--- config.mk ---
export PLATFORM = sky130hd
export DESIGN_NAME = seq_divider
export DESIGN_NICKNAME = d
export VERILOG_FILES = /design/src/rtl/seq_divider.sv
export SDC_FILE = /design/constraint.sdc
export NUM_CORES = 1
export LEC_CHECK = 0
export CORE_MARGIN = 2
export CORE_UTILIZATION = 50
export CTS_CLUSTER_DIAMETER = 120
export CTS_CLUSTER_SIZE = 20
export DETAILED_ROUTE_END_ITERATION = 7
export PLACE_DENSITY = 0.69
export SETUP_SLACK_MARGIN = 0.02
export SLEW_MARGIN = 20
export SYNTH_ARGS = -nofsm -noshare
export SYNTH_HDL_FRONTEND = slang
export SYNTH_SLANG_ARGS = --single-unit
--- constraint.sdc ---
create_clock -name clk -period 13.2 [get_ports clk]
set_clock_uncertainty 0.05 [all_clocks]
set_input_delay 1.98 -clock clk [delete_from_list [all_inputs] [get_ports clk]]
set_output_delay 1.98 -clock clk [all_outputs]
set_load 0.02 [all_outputs]
--- src/rtl/seq_divider.sv ---
// seq_divider: non-restoring signed/unsigned integer divider, one quotient bit per clock.
// Latency: done pulses WIDTH+2 cycles after start is accepted (2 cycles for divide-by-zero / early-out).
// Backpressure: start is ignored while busy=1; a start during the done cycle is accepted.
// Optional macro SEQ_DIVIDER_EARLY_OUT_EN: skip the iteration when |dividend| < |divisor|.
module seq_divider #(
  parameter  int WIDTH = 32,
  localparam int CNT_W = $clog2(WIDTH) + 1
) (
  input  logic               clk,
  input  logic               clr,
  input  logic               start,
  input  logic               signed_op,
  input  logic [WIDTH-1:0]   dividend,
  input  logic [WIDTH-1:0]   divisor,
  output logic               busy,
  output logic               done,
  output logic               div_by_zero,
  output logic [2*WIDTH-1:0] c
);

  typedef enum logic [1:0] {S_IDLE, S_RUN, S_FIX} state_t;

  state_t             state_q, state_d;
  logic [WIDTH:0]     a_q, a_d;        // partial remainder, one extra sign bit
  logic [WIDTH-1:0]   q_q, q_d;        // quotient bits; holds raw dividend on divide-by-zero
  logic [WIDTH-1:0]   m_q, m_d;        // divisor magnitude
  logic [CNT_W-1:0]   cnt_q, cnt_d;
  logic               dz_q, dz_d;      // divisor was zero
  logic               negq_q, negq_d;  // quotient must be negated at the end
  logic               negr_q, negr_d;  // remainder must be negated at the end
  logic [2*WIDTH-1:0] c_q, c_d;
  logic               done_q, done_d;
  logic               dbz_q, dbz_d;

  logic [WIDTH-1:0]   dvd_mag, dvs_mag;
  logic               early;
  logic [WIDTH:0]     a_sh, a_step;
  logic [WIDTH-1:0]   a_fix, quo, rem;

  // Magnitudes are modulo 2^WIDTH, so the most-negative value maps onto itself.
  assign dvd_mag = (signed_op && dividend[WIDTH-1]) ? -dividend : dividend;
  assign dvs_mag = (signed_op && divisor[WIDTH-1])  ? -divisor  : divisor;

`ifdef SEQ_DIVIDER_EARLY_OUT_EN
  assign early = (dvd_mag < dvs_mag);
`else
  assign early = 1'b0;
`endif

  // One non-restoring step: the add/subtract choice follows the sign of A before the shift.
  assign a_sh   = {a_q[WIDTH-1:0], q_q[WIDTH-1]};
  assign a_step = a_q[WIDTH] ? (a_sh + {1'b0, m_q}) : (a_sh - {1'b0, m_q});

  // Final correction lands in [0, M), so only the low WIDTH bits matter.
  assign a_fix = a_q[WIDTH-1:0] + (a_q[WIDTH] ? m_q : '0);
  assign quo   = negq_q ? -q_q : q_q;
  assign rem   = negr_q ? -a_fix : a_fix;

  // Next-state and datapath updates for the IDLE/RUN/FIX sequence.
  always_comb begin
    state_d = state_q;
    a_d     = a_q;
    q_d     = q_q;
    m_d     = m_q;
    cnt_d   = cnt_q;
    dz_d    = dz_q;
    negq_d  = negq_q;
    negr_d  = negr_q;
    c_d     = c_q;
    done_d  = 1'b0;
    dbz_d   = dbz_q;
    case (state_q)
      S_IDLE: begin
        if (start) begin
          negq_d = signed_op & (dividend[WIDTH-1] ^ divisor[WIDTH-1]);
          negr_d = signed_op & dividend[WIDTH-1];
          m_d    = dvs_mag;
          cnt_d  = '0;
          if (divisor == '0) begin
            dz_d    = 1'b1;
            a_d     = '0;
            q_d     = dividend;
            state_d = S_FIX;
          end else if (early) begin
            // Quotient 0; remainder magnitude re-signed in FIX gives the original dividend.
            dz_d    = 1'b0;
            a_d     = {1'b0, dvd_mag};
            q_d     = '0;
            state_d = S_FIX;
          end else begin
            dz_d    = 1'b0;
            a_d     = '0;
            q_d     = dvd_mag;
            state_d = S_RUN;
          end
        end
      end
      S_RUN: begin
        a_d = a_step;
        q_d = {q_q[WIDTH-2:0], ~a_step[WIDTH]};
        if (cnt_q == CNT_W'(WIDTH - 1)) begin
          state_d = S_FIX;
        end else begin
          cnt_d = cnt_q + CNT_W'(1);
        end
      end
      S_FIX: begin
        done_d  = 1'b1;
        state_d = S_IDLE;
        if (dz_q) begin
          c_d   = {{WIDTH{1'b1}}, q_q};
          dbz_d = 1'b1;
        end else begin
          c_d   = {quo, rem};
          dbz_d = 1'b0;
        end
      end
      default: state_d = S_IDLE;
    endcase
  end

  // State and datapath registers; clr abandons any divide in flight.
  always_ff @(posedge clk or posedge clr) begin
    if (clr) begin
      state_q <= S_IDLE;
      a_q     <= '0;
      q_q     <= '0;
      m_q     <= '0;
      cnt_q   <= '0;
      dz_q    <= 1'b0;
      negq_q  <= 1'b0;
      negr_q  <= 1'b0;
      c_q     <= '0;
      done_q  <= 1'b0;
      dbz_q   <= 1'b0;
    end else begin
      state_q <= state_d;
      a_q     <= a_d;
      q_q     <= q_d;
      m_q     <= m_d;
      cnt_q   <= cnt_d;
      dz_q    <= dz_d;
      negq_q  <= negq_d;
      negr_q  <= negr_d;
      c_q     <= c_d;
      done_q  <= done_d;
      dbz_q   <= dbz_d;
    end
  end

  assign busy        = (state_q != S_IDLE);
  assign done        = done_q;
  assign div_by_zero = dbz_q;
  assign c           = c_q;

endmodule

Yosys cells after proc, flatten, opt, wreduce, memory -nomap -nowiden
Index checks and enable logic that the tools add are counted.

word-level totals
  input bits = 68
  bits in registers = 174
  word-level logic and storage cells = 61

cells by class
  multiplexer cells = 22
  bitwise logic cells = 4
  reductions and logical operators = 10
  equal/unequal tests = 6
  add/subtract/negate cells = 8

operators with widths
  cell                 count
  $mux 32              7
  $neg 32->32          4
  $mux 33              2
  $pmux 33 s2          1
  $mux 64              1
  $pmux 32 s2          1
  $add 33x32->33       1
  $sub 33x32->33       1
  $add 32x32->32       1
  $logic_not 32->1     1
  $mux 6               2
  $pmux 6 s2           1
  $add 6x1->6 const B  1
  $eq 6x5->1 const B   1
  $mux 2               3
  $ne 2x2->1 const B   3
  $reduce_and 2->1     3
  $pmux 2 s2           1
  $reduce_bool 2->1    2
  $mux 1               3
  $reduce_and 3->1     1
  $and 1x1->1          2
  $eq 2x1->1 const B   1
  $eq 2x2->1 const B   1
  4 further kinds      5

Depth between registers and ports, before layout
  depth in word-level cells = 5
  mapped depth = 20
  gate-level depth less buffers = 20

Least setup slack after synthesis
Ideal clock, no wire load.

  path kind = input to register
  from = in divisor[12]
  to = reg q_q[21]
  setup time = 0.135 ns
  setup slack = 8.862 ns
  stages = 11
  arrival = 4.153 ns
  path buffers = 1
  cell sequence = or4_1 nor4_1 nor2b_1 and3_1 nand2_1 nor3_1 nor2_1 clkbuf_1 o41ai_1 xor2_1 o21ai_0

on the way
  longest elaborated chain between the ends = 4

ends and longest elaborated chain
  what                  RTL line  RTL
  from (decl)           14        input logic [WIDTH-1:0] divisor,
  $logic_not 32->1      79        if (divisor == '0) begin
  $mux 32               79
  $mux 32               74        if (start) begin
  $pmux 32 s2           72        case (state_q)
  to (signal assigned)  139       q_q <= q_d;
  to (decl)             25        logic [WIDTH-1:0] q_q, q_d;

No other way between the ends. The select of a mux whose other input is x is not followed.
A chain may end at the register's enable or synchronous reset.

Worst setup path after layout
  from = in divisor[6]
  to = reg q_q[6]

The elaborated chain is that of the path after synthesis.

==> summary.txt <==
Status
  • Status: completed

Synthesis
  • Syn Std Cell Area: 0.0136 mm^2
  • Ys flop type: dfrtp_1
  • Cell variety after synth: 69
  • Post-Syn Area per Cell: 8.07 um^2
  • Synthesized flop and latch total: 174
  • FFs w/ async S/R, synth: 100%
  • Post-synthesis sequential area ratio: 31.9%
  • Post-synth EDFFs: 0
  • Yosys warning total: 0
  • Post-Syn Nets: 1829
  • Post-Synthesis Cells: 1690

Power
  • Leakage: 6.65 nW
  • PD cells: 303 mW/mm^2
  • Sequential Power Share: 22.3%
  • Internal Power: 2.36 mW
  • Comb pwr share: 66.5%
  • Clock power share: 11.3%
  • Sw Share: 50.7%
  • Net Sw Power: 2.43 mW
  • Worst vdd ir: 0.134 mV

Setup path
  • Data arrival, critical path: 5.55 ns
  • WP data required: 13.44 ns
  • CP endpoint kind: flip-flop
  • Critical path class: in -> reg
  • Startpoint class of the critical path: primary input
  • R2r setup slk: 8.11 ns
  • CP Max Fanout: 30

Routing
  • Post-DRT Antenna Nets: 0
  • Via count: 12700
  • Drt drc: 0
  • Total Routed Length: 38300 um
  • Iter 0 DRT Violations: 1114
  • First drt pass iteration count: 7
  • Wire length per cell: 18.1 um
  • Via density per instance: 6.02

CTS
  • Clk buf depth: 2
  • Num CTS Buffers: 17
  • Number of gates resized after CTS: 0
  • Worst-skew pair later-pin latency: 0.45 ns
  • # hold bufs at CTS: 0
  • Setup Buffers After CTS: 0
  • Clock root cell: clkbuf_16
  • Worst-path clk slew: 0.08 ns
  • TritonCTS clock tree: done
  • TritonCTS Sinks: 174
  • H-tree depth: 4

Final layout
  • Finished Layout Cells: 2114
  • FILL cells: 2470
  • Area growth syn-to-layout: 15.8%
  • Area of the multi-input gates: 0.00877 mm^2
  • Layout cells sized above 1: 4.00%
  • Layout net count: 1899
  • Final Util: 58.8%
  • FF+latch area: 0.00435 mm^2
  • Antenna fix cells: 0

Global routing
  • Global-route wire length before repair: 62700 um
  • All-Layer GR Usage: 26.9%
  • Grt ovf: 0
  • Initial antenna violation count: 0
  • Pin count of the biggest net entering global routing: 122
  • Number of global-route vias before repair: 12000

Timing
  • Fmax: 188 MHz
  • Fin. Hold Viols: 0
  • Setup TNS: 0 ns
  • Slew margin rel.: 27.5%
  • Final setup vio count: 0
  • Final Slew Violations: 0
  • Tcrit/Tclk final: 40.2%
  • RSZ-0062 raised after global routing: no
  • Min Tclk post-route: 5.31 ns
  • Worst Tran Pin Value: 1.09 ns

Floorplanning
  • Initial Util: 50.8%
  • Die width: 169 um
  • # rows: 60
  • Chip height: 169 um
  • Die area: 0.0286 mm^2
  • CORE AREA: 0.0269 mm^2
  • Ports: 135

Place
  • Final Wtd Congestion: 0.912
  • # port buffers: 134
  • Placed cells: 2082
  • DP HPWL: 28400 um

Job
  • Max Cap Viol: 0

Hold path
  • Worst Hold Class: reg -> reg
-- sequential cells by signal, summed over array words and instances (netlist names), 2 cells and up --
name,flops
state_q,2
c,64
cnt_q,6
m_q,32
q_q,32
a_q,33
-- power groups by stage --
| stage | clock network (mW) | logic, mW | registers [mW] |
|---|---|---|---|
| global placement | 0 | 3.08 | 1.06 |
| floorplan | 0 | 2.43 | 0.999 |
| detailed placement | 0 | 3.14 | 1.07 |
| CTS | 0.547 | 3.16 | 1.06 |
| finish | 0.539 | 3.18 | 1.07 |
| global route | 0.567 | 3.58 | 1.10 |
-- per-stage QoR --
step	setup slack (ns)	power (mW)	area (um^2)	hold slack, ns
6_report	7.89	4.79	15800	0.437
5_1_grt	7.66	5.25	15800	0.480
4_1_cts	7.83	4.77	15800	0.442
3_5_place_dp	7.38	4.21	15200	0.423
3_3_place_gp	7.60	4.14	15200	0.419
2_1_floorplan	6.45	3.43	13600	0.434
-- critical path, stage by stage --
cell,delay (ns)
clkdlybuf4s50_1,0.50
nor4_1,0.41
nand2b_1,0.14
nor3b_1,0.58
and3_1,0.34
nand2_1,0.09
nor3_1,0.68
nor2_4,0.30
o21ai_0,0.22
xor2_1,0.20
o21ai_0,0.09
-- cell usage in the layout (no fill, tap or decap), types with 14 or more instances in the layout --
master,n
o31ai_1,33
inv_1,48
nand4_1,14
clkbuf_16,17
a21o_1,25
dfrtp_1,174
nor2_1,142
and2_1,41
xnor2_1,60
nand3_1,58
o41ai_1,14
a31oi_1,14
nand2_1,148
xor2_1,133
mux2i_1,16
a22oi_1,30
or3_1,24
o21ai_0,172
and3_1,20
nor3_1,34
a21oi_1,142
ha_1,69
clkdlybuf4s50_1,134
o21ai_1,16
-- synth_stat cells, drive strengths merged (16+ instances only) --
cell type | number | area share, %
xnor2 | 60 | 3.9
nand2 | 149 | 4.1
nor2 | 145 | 4.0
a21o | 25 | 1.4
o41ai | 17 | 1.3
mux2i | 16 | 1.2
nor3 | 34 | 1.2
nand3 | 58 | 2.1
and2 | 41 | 1.9
o31ai | 34 | 1.9
ha | 69 | 6.3
a21oi | 142 | 5.2
dfrtp | 174 | 32
clkbuf | 82 | 2.3
inv | 49 | 1.3
and3 | 20 | 0.92
a22oi | 30 | 1.7
xor2 | 133 | 8.5
o21ai | 188 | 6.9
or3 | 26 | 1.3
-- per-layer routing --
layer	GRT usage, %	share of wire (%)	wire length (um)	vias to the layer above
met1	38.4	47	18000	6089
met4	5.87	1.4	549	0
met3	3.15	5.2	2000	35
met5	0	0	0	-
li1	-	-	-	6214
met2	43.9	46	17800	389
-- layout make-up --
class | instances | area share, %
clock buffers | 17 | 2.69
clock inverters | 15 | 1.29
inverters | 50 | 1.22
multi-input cells | 1372 | 55.5
flip-flops and latches | 174 | 27.6
well taps | 341 | 2.70
repair buffers | 145 | 9.04
-- cell families after synthesis --
family	Yosys count	synth area share [%]
AOI/OAI and AO/OA	536	24.0
xor gates and xnor gates	193	12.4
adders and majority gates	71	6.62
buffers and inverters	144	4.05
DFF	174	31.9
muxes	16	1.17
and+or+nand+nor	556	19.8
-- final timing paths --
check                            start           to  cells after the start
max                         divisor[6]       q_q[6]                     11
min                        div_by_zero  div_by_zero                      2
max reg2reg                    a_q[32]        c[28]                     16
min reg2reg                div_by_zero  div_by_zero                      2
max in group asynchronous          clr        c[37]                      4
min in group asynchronous          clr      a_q[29]                      2
Power figures use the tool's default switching activity.
